--- src/rtl/mem_readback_streamer.sv ---
// Sweeps an address range through a registered-read memory and streams
// each word out over valid/ready while summing a 32-bit checksum.
module mem_readback_streamer #(
    parameter int WID_MEM = 1,
    parameter int DEPTH_MEM = 16384,
    localparam int AW = $clog2(DEPTH_MEM)
) (
    input  logic               clk,
    input  logic               reset,
    input  logic               start,
    input  logic [31:0]        base_addr,
    input  logic [AW:0]        word_count,
    output logic [31:0]        mem_raddr,
    input  logic [WID_MEM-1:0] mem_rdata,
    output logic [WID_MEM-1:0] out_data,
    output logic               out_valid,
    input  logic               out_ready,
    output logic               out_last,
    output logic               busy,
    output logic               done,
    output logic [31:0]        checksum
);

    typedef enum logic [1:0] {
        IDLE,
        READ,
        DRAIN,
        FINISH
    } state_t;

    localparam logic [AW:0]   CNT_ONE  = 1;
    localparam logic [AW-1:0] ADDR_ONE = 1;

    state_t state;
    state_t state_nx;

    logic [AW-1:0]      addr;
    logic [AW-1:0]      raddr_q;
    logic [AW:0]        issue_left;
    logic [AW:0]        deliver_left;
    logic [WID_MEM-1:0] fifo_mem [2];
    logic               rptr;
    logic               wptr;
    logic [1:0]         fifo_count;
    logic               inflight;
    logic               pop;
    logic               issue;
    logic               accept;
    logic [2:0]         occ;
    logic               unused_base;

    assign unused_base = ^base_addr[31:AW];

    assign pop    = out_valid & out_ready;
    assign accept = (state == IDLE) & start;
    assign occ    = 3'(fifo_count) + 3'(inflight);

    // Issue only if the word can land in the FIFO even with no pop later.
    assign issue = (state == READ) & ~reset
                 & (occ < (3'd2 + 3'(pop)));

    assign mem_raddr = issue ? 32'(addr) : 32'(raddr_q);
    assign out_valid = (fifo_count != 2'd0);
    assign out_data  = fifo_mem[rptr];
    assign out_last  = out_valid & (deliver_left == CNT_ONE);
    assign busy      = (state == READ) | (state == DRAIN);
    assign done      = (state == FINISH);

    always_ff @(posedge clk) begin
        if (reset) begin
            state <= IDLE;
        end else begin
            state <= state_nx;
        end
    end

    always_comb begin
        state_nx = state;
        unique case (state)
            IDLE: begin
                if (start) begin
                    state_nx = (word_count == '0) ? FINISH : READ;
                end
            end
            READ: begin
                if (issue && issue_left == CNT_ONE) begin
                    state_nx = DRAIN;
                end
            end
            DRAIN: begin
                if (pop && deliver_left == CNT_ONE) begin
                    state_nx = FINISH;
                end
            end
            FINISH: state_nx = IDLE;
            default: state_nx = IDLE;
        endcase
    end

    always_ff @(posedge clk) begin
        if (reset) begin
            addr         <= '0;
            raddr_q      <= '0;
            issue_left   <= '0;
            deliver_left <= '0;
            fifo_mem[0]  <= '0;
            fifo_mem[1]  <= '0;
            rptr         <= 1'b0;
            wptr         <= 1'b0;
            fifo_count   <= 2'd0;
            inflight     <= 1'b0;
            checksum     <= '0;
        end else begin
            if (accept) begin
                addr         <= base_addr[AW-1:0];
                issue_left   <= word_count;
                deliver_left <= word_count;
                checksum     <= '0;
            end
            if (issue) begin
                raddr_q    <= addr;
                addr       <= addr + ADDR_ONE;
                issue_left <= issue_left - CNT_ONE;
            end
            inflight <= issue;
            if (inflight) begin
                fifo_mem[wptr] <= mem_rdata;
                wptr           <= ~wptr;
            end
            if (pop) begin
                rptr         <= ~rptr;
                deliver_left <= deliver_left - CNT_ONE;
                checksum     <= checksum + 32'(out_data);
            end
            fifo_count <= fifo_count + 2'(inflight) - 2'(pop);
        end
    end

endmodule

--- config.mk ---
export PLATFORM = sky130hd
export DESIGN_NAME = mem_readback_streamer
export DESIGN_NICKNAME = d
export VERILOG_FILES = /design/src/rtl/mem_readback_streamer.sv
export SDC_FILE = /design/constraint.sdc
export NUM_CORES = 1
export LEC_CHECK = 0
export ABC_AREA = 1
export ABC_CLOCK_PERIOD_IN_PS = 2100
export CORE_UTILIZATION = 30
export CTS_BUF_LIST = sky130_fd_sc_hd__clkbuf_8
export DETAILED_ROUTE_END_ITERATION = 16
export RECOVER_POWER = 50
export SLEW_MARGIN = 20
export SYNTH_ARGS = -nofsm -noshare
export SYNTH_HDL_FRONTEND = slang
export SYNTH_SLANG_ARGS = --single-unit
--- constraint.sdc ---
create_clock -name clk -period 2.1 [get_ports clk]
set_clock_uncertainty 0.05 [all_clocks]
set_input_delay 0.315 -clock clk [delete_from_list [all_inputs] [get_ports clk]]
set_output_delay 0.315 -clock clk [all_outputs]
set_load 0.1 [all_outputs]
==> After elaboration in Yosys (flattened, before gate mapping) <==
Memories as Yosys holds them, arrays and structs flattened. A register that Yosys moved wholly into a read port is not among the register bits.
Cells that the tools add are included.
{ "totals": {"out_inout_bits": 69, "mem_count": 1, "latchBits": 0, "inputBits": 52, "rom_bits": 0, "regBits": 97, "mem_bits_rw": 2} }
{ "op_classes": {"reduce_logical": 9, "addsub": 8, "eq_ne": 8, "magnitude_cmp": 1, "bitwise_logic": 9, "n_mux": 23, "n_mul": 0, "n_shift": 0, "div": 0} }
{ "mem_list": {"columns": ["name", "words", "width", "rd", "rd_clocked_by_memory_dff", "wr", "line", "source"], "rows": [
  ["fifo_mem", 2, 1, 1, 1, 2, "41", "logic [WID_MEM-1:0] fifo_mem [2];"]
]} }
{ "ops": {"columns": ["cell", "n"], "rows": [
  ["$mux 32", 2],
  ["$mux 15", 3],
  ["$mux 14", 3],
  ["$add 32x1->32", 1],
  ["$eq 15x1->1 const B", 2],
  ["$sub 15x1->15 const B", 2],
  ["$logic_not 15->1", 1],
  ["$add 14x1->14 const B", 1],
  ["$mux 1", 10],
  ["$mux 2", 4],
  ["$pmux 2 s4", 1],
  ["$reduce_bool 2->1", 3],
  ["$and 1x1->1", 5],
  ["$eq 2x2->1 const B", 2],
  ["$ne 2x1->1 const B", 2],
  ["$add 2x1->3", 1],
  ["$add 2x1->3 const A", 1],
  ["$lt 3x3->1", 1],
  ["$not 1->1", 3],
  ["$reduce_and 3->1", 1],
  ["$add 2x1->2", 1],
  ["$eq 2x1->1 const B", 1],
  ["$logic_and 1x1->1", 2],
  ["$logic_not 2->1", 1],
  ["4 further kinds", 4]
]} }

==> Depth between registers and ports, before layout <==
{ "depth": {"ltp_word": 8, "mapped_depth": 12, "depth_no_buf": 11} }

==> Worst setup path after synthesis <==
No wires, ideal clock.
{ "synth_path": {"kind": "reg-to-output", "from": "register fifo_count[0]", "to": "output mem_raddr[0]", "setup_slack_ns": -1.046, "t_arrival_ns": 2.781, "stages_incl_launch_ff": 8, "path_cell_list": "dfxtp_1 -> ha_1 -> ha_1 -> nor3_1 -> nand2_2 -> buf_6 -> buf_2 -> a21oi_1"} }
{ "synth_between": {"elab_chain_cells": 6} }
{ "synth_lines": {"columns": ["item", "line", "source"], "rows": [
  ["from (decl)", "44", "logic [1:0] fifo_count;"],
  ["from (signal assigned)", "135", "fifo_count <= fifo_count + 2'(inflight) - 2'(pop);"],
  ["$reduce_bool 2->1", "63", "assign out_valid = (fifo_count != 2'd0);"],
  ["$and 1x1->1", "54", "assign pop = out_valid & out_ready;"],
  ["$add 2x1->3", "60", "& (occ < (3'd2 + 3'(pop)));"],
  ["$lt 3x3->1 *", "60", null],
  ["$and 1x1->1 *", "60", null],
  ["$mux 14 *", "62", "assign mem_raddr = issue ? 32'(addr) : 32'(raddr_q);"],
  ["to (decl)", "13", "output logic [31:0] mem_raddr,"]
]} }
Mark *: on every way between the ends. The rest lies on a longest branch, timed or not.

==> Worst setup path after layout <==
{ "layout_path": {"from": "register fifo_count[0]", "to": "output mem_raddr[7]"} }
Same word-level chain as after synthesis.

==> impl_metrics.yaml <==
grt:
  overflow: 0
  track_usage: 0.165
  first_global_vias: 5819
  gr-usage-met3: 0.0280
  use_met1: 0.219
  grt_antenna_before_repair: 0
  grt_pass1_wl_mm: 28.3
  grt_busiest_layer: "met2"
  grt_max_degree: 40
  grt_util_met2: 0.274
final_layout:
  final_cell_mix: "nand2_1, nor2_1, inv_1, dfxtp_1, nand3_1"
  n_antenna_cell: 0
  area_delta_synth_final_pct: 30.6
  final_area_um2: 8040
  final-seq-area_um2: 2030
  drive_gt1_frac: 0.192
  multi_input_comb_area_um2: 3660
  n_fill_cell: 2168
  layout.nets: 1146
  final_common_cell: "nand2_1"
routing:
  detail_route.drc_violations: 0
  vias_per_cell: 4.67
  dr_total_vias: 6312
  drtAntennaViolNets: 0
  initialDrtViolationCount: 304
  routed_wl_mm: 17.3
  avgRoutedWirePerCell_um: 12.8
  drtPass1Iterations: 5
floorplan:
  rows: 52
  die_h_um: 145
  die_area_um2: 21100
  ioPinCount: 121
  fp.dieW_um: 145
  core_area_um2: 20200
  start_util: 0.305
clock_network:
  clk_pin_slew_worst_paths_ns: 0.11
  cts.path.max_buffers: 2
  cts_buffers: 9
  insertion_delay_ns: 0.39
  cts_sinks: 100
  cts_max_level: 3
  cts_tree: "built"
  cts_root_buffer: "clkbuf_8"
flow_run:
  maxCapViolCount: 0
pwr:
  power.density_nw_per_um2: 1250
  power.leakage_nw: 3.33
  ir_worst_vdd_mv: 0.716
synthesis:
  async_flop_share: 0
  synth-seq-cells: 100
  ys_seq_area_frac: 0.329
  synth_ff_type: "dfxtp_1"
  synth_area_per_cell_um2: 6.45
  yosys_warnings: 0
  mappedNetlistArea_um2: 6150
  syn-instance-count: 954
  synth_edf_count: 2
  synth_cell_types: 44
sta:
  fin_ws_ns: -0.282
  hold-worst-slack_ns: 0.407
  setup_tns_ns: -3.42
  hold_violations: 0
  clock.fmax_ghz: 0.420
  min_period_ns: 2.38
  final_max_slew_viol_count: 0
  period_share: 1.13
  setup_viol: 14
  worstMarginPinSlew_ns: 0.724
  grt_setup_unrepaired: "yes"
  slew_headroom: 0.518
worst_setup_path:
  critPathCapture: "mem_raddr[7]"
  rrSetupSlack_ns: 0.15
  reg2reg_depth: 10
  rr_endpoint: "state[0]"
  endpoint_kind: "primary output"
  worstPathRequired_ns: 1.74
  rr_startpoint: "fifo_count[0]"
  start_kind: "flop"
  cp_max_fo: 7
  worstSetupStartpoint: "fifo_count[0]"
  crit_arrival_ns: 2.02
  worstSetupPathType: "flop to primary output"
run_status:
  status: "finished with violations"
  failed_checks: "negative setup slack"
hold_path:
  hold_path.class: "input port to flop"
placement:
  place.port_buffers: 84
  post-place-ws_ns: -0.144
  place_hpwl_mm: 13.2
  gp_congestion: 0.881
  dpl_cell_area_um2: 7770
[state kept, by name, indices dropped and copies added, names as in the netlist, named ones only]
name,count
checksum,32
deliver_left,15
issue_left,15
addr,14
raddr_q,14
fifo_count,2
fifo_mem,2
state,2
inflight,1
rptr,1
wptr,1
[stage by stage]
step / cells / util / power (mW)
4_1_cts: 1348 / 0.401 / 10.1
5_1_grt: 1353 / 0.399 / 10.7
3_5_place_dp: 1331 / 0.385 / 8.56
6_report: 1353 / 0.399 / 10.1
3_3_place_gp: 1331 / 0.385 / 8.52
2_1_floorplan: 971 / - / 6.76
[worst max-delay path, cell delays in order (launching register included)]
cell and delay (ns):
dfxtp_2 0.35, ha_4 0.16, ha_4 0.15, nor3_4 0.19, nand2_4 0.12, buf_6 0.16
buf_6 0.13, a21oi_4 0.17, buf_12 0.19
[power by group]
| part | switching (mW) | leakage, nW | internal, mW |
|---|---|---|---|
| logic | 3.80 | 2.40 | 2.27 |
| clock network | 0.718 | 0.107 | 0.619 |
| registers | 0.368 | 0.824 | 2.28 |
[final cells by class]
| type | count | area share |
|---|---|---|
| clock inverters | 5 | 0.00732 |
| well taps | 270 | 0.0420 |
| flip-flops and latches | 100 | 0.253 |
| multi-input cells | 710 | 0.456 |
| clock buffers | 11 | 0.0188 |
| repair buffers | 147 | 0.170 |
| inverters | 110 | 0.0528 |
[cell usage after synthesis, drive strengths merged (4+ instances only)]
master / n / area, µm²
xor2: 10 / 87.6
nand4: 15 / 93.8
a31oi: 10 / 62.6
nor3: 12 / 70.1
nand2: 247 / 942
a211oi: 14 / 105
buf: 43 / 305
ha: 16 / 200
a21oi: 71 / 363
nor2: 138 / 558
inv: 110 / 415
or2: 7 / 43.8
dfxtp: 98 / 1960
o21ai: 51 / 255
nand3: 72 / 375
clkbuf: 8 / 30.0
nand3b: 7 / 52.6
xnor2: 4 / 35.0
[cells by family (layout without fill, tap and decap cells)]
kind of cell / count (synthesis) / in the layout / share of synthesized area
multiplexers: 1 / 1 / 0.00183
flip-flops: 100 / 100 / 0.329
buffers and inverters: 161 / 273 / 0.122
AND/OR/NAND/NOR: 503 / 503 / 0.352
XOR/XNOR: 14 / 14 / 0.0199
other: 1 / 18 / 0.000610
adder cells (fa/ha/maj): 16 / 16 / 0.0325
AO/OA/AOI/OAI: 158 / 158 / 0.142
[per-layer routing]
layer  part of all wire  wire length, µm
met2               0.46             8010
met4              0.015              258
met3              0.052              899
met1               0.47             8110
met5                  0                0
[what timing repair did]
item / 4_1_cts / 5_1_grt
resized for setup: 29 / 9
setup buffers: 1 / 5
pin swaps: 6 / 3
hold buffers: 0 / 0
endpoints found under the setup margin: 15 / 19
[worst min-delay path by stage]
stage / start / end / cells after the start
3_5_place_dp: rptr / rptr / 1
4_1_cts: reset / addr[2] / 6
5_1_grt: reset / addr[3] / 6
3_3_place_gp: rptr / rptr / 1
6_report: reset / addr[1] / 6
2_1_floorplan: rptr / flop / 1
Note: power is estimated with default switching activity, not from simulation.
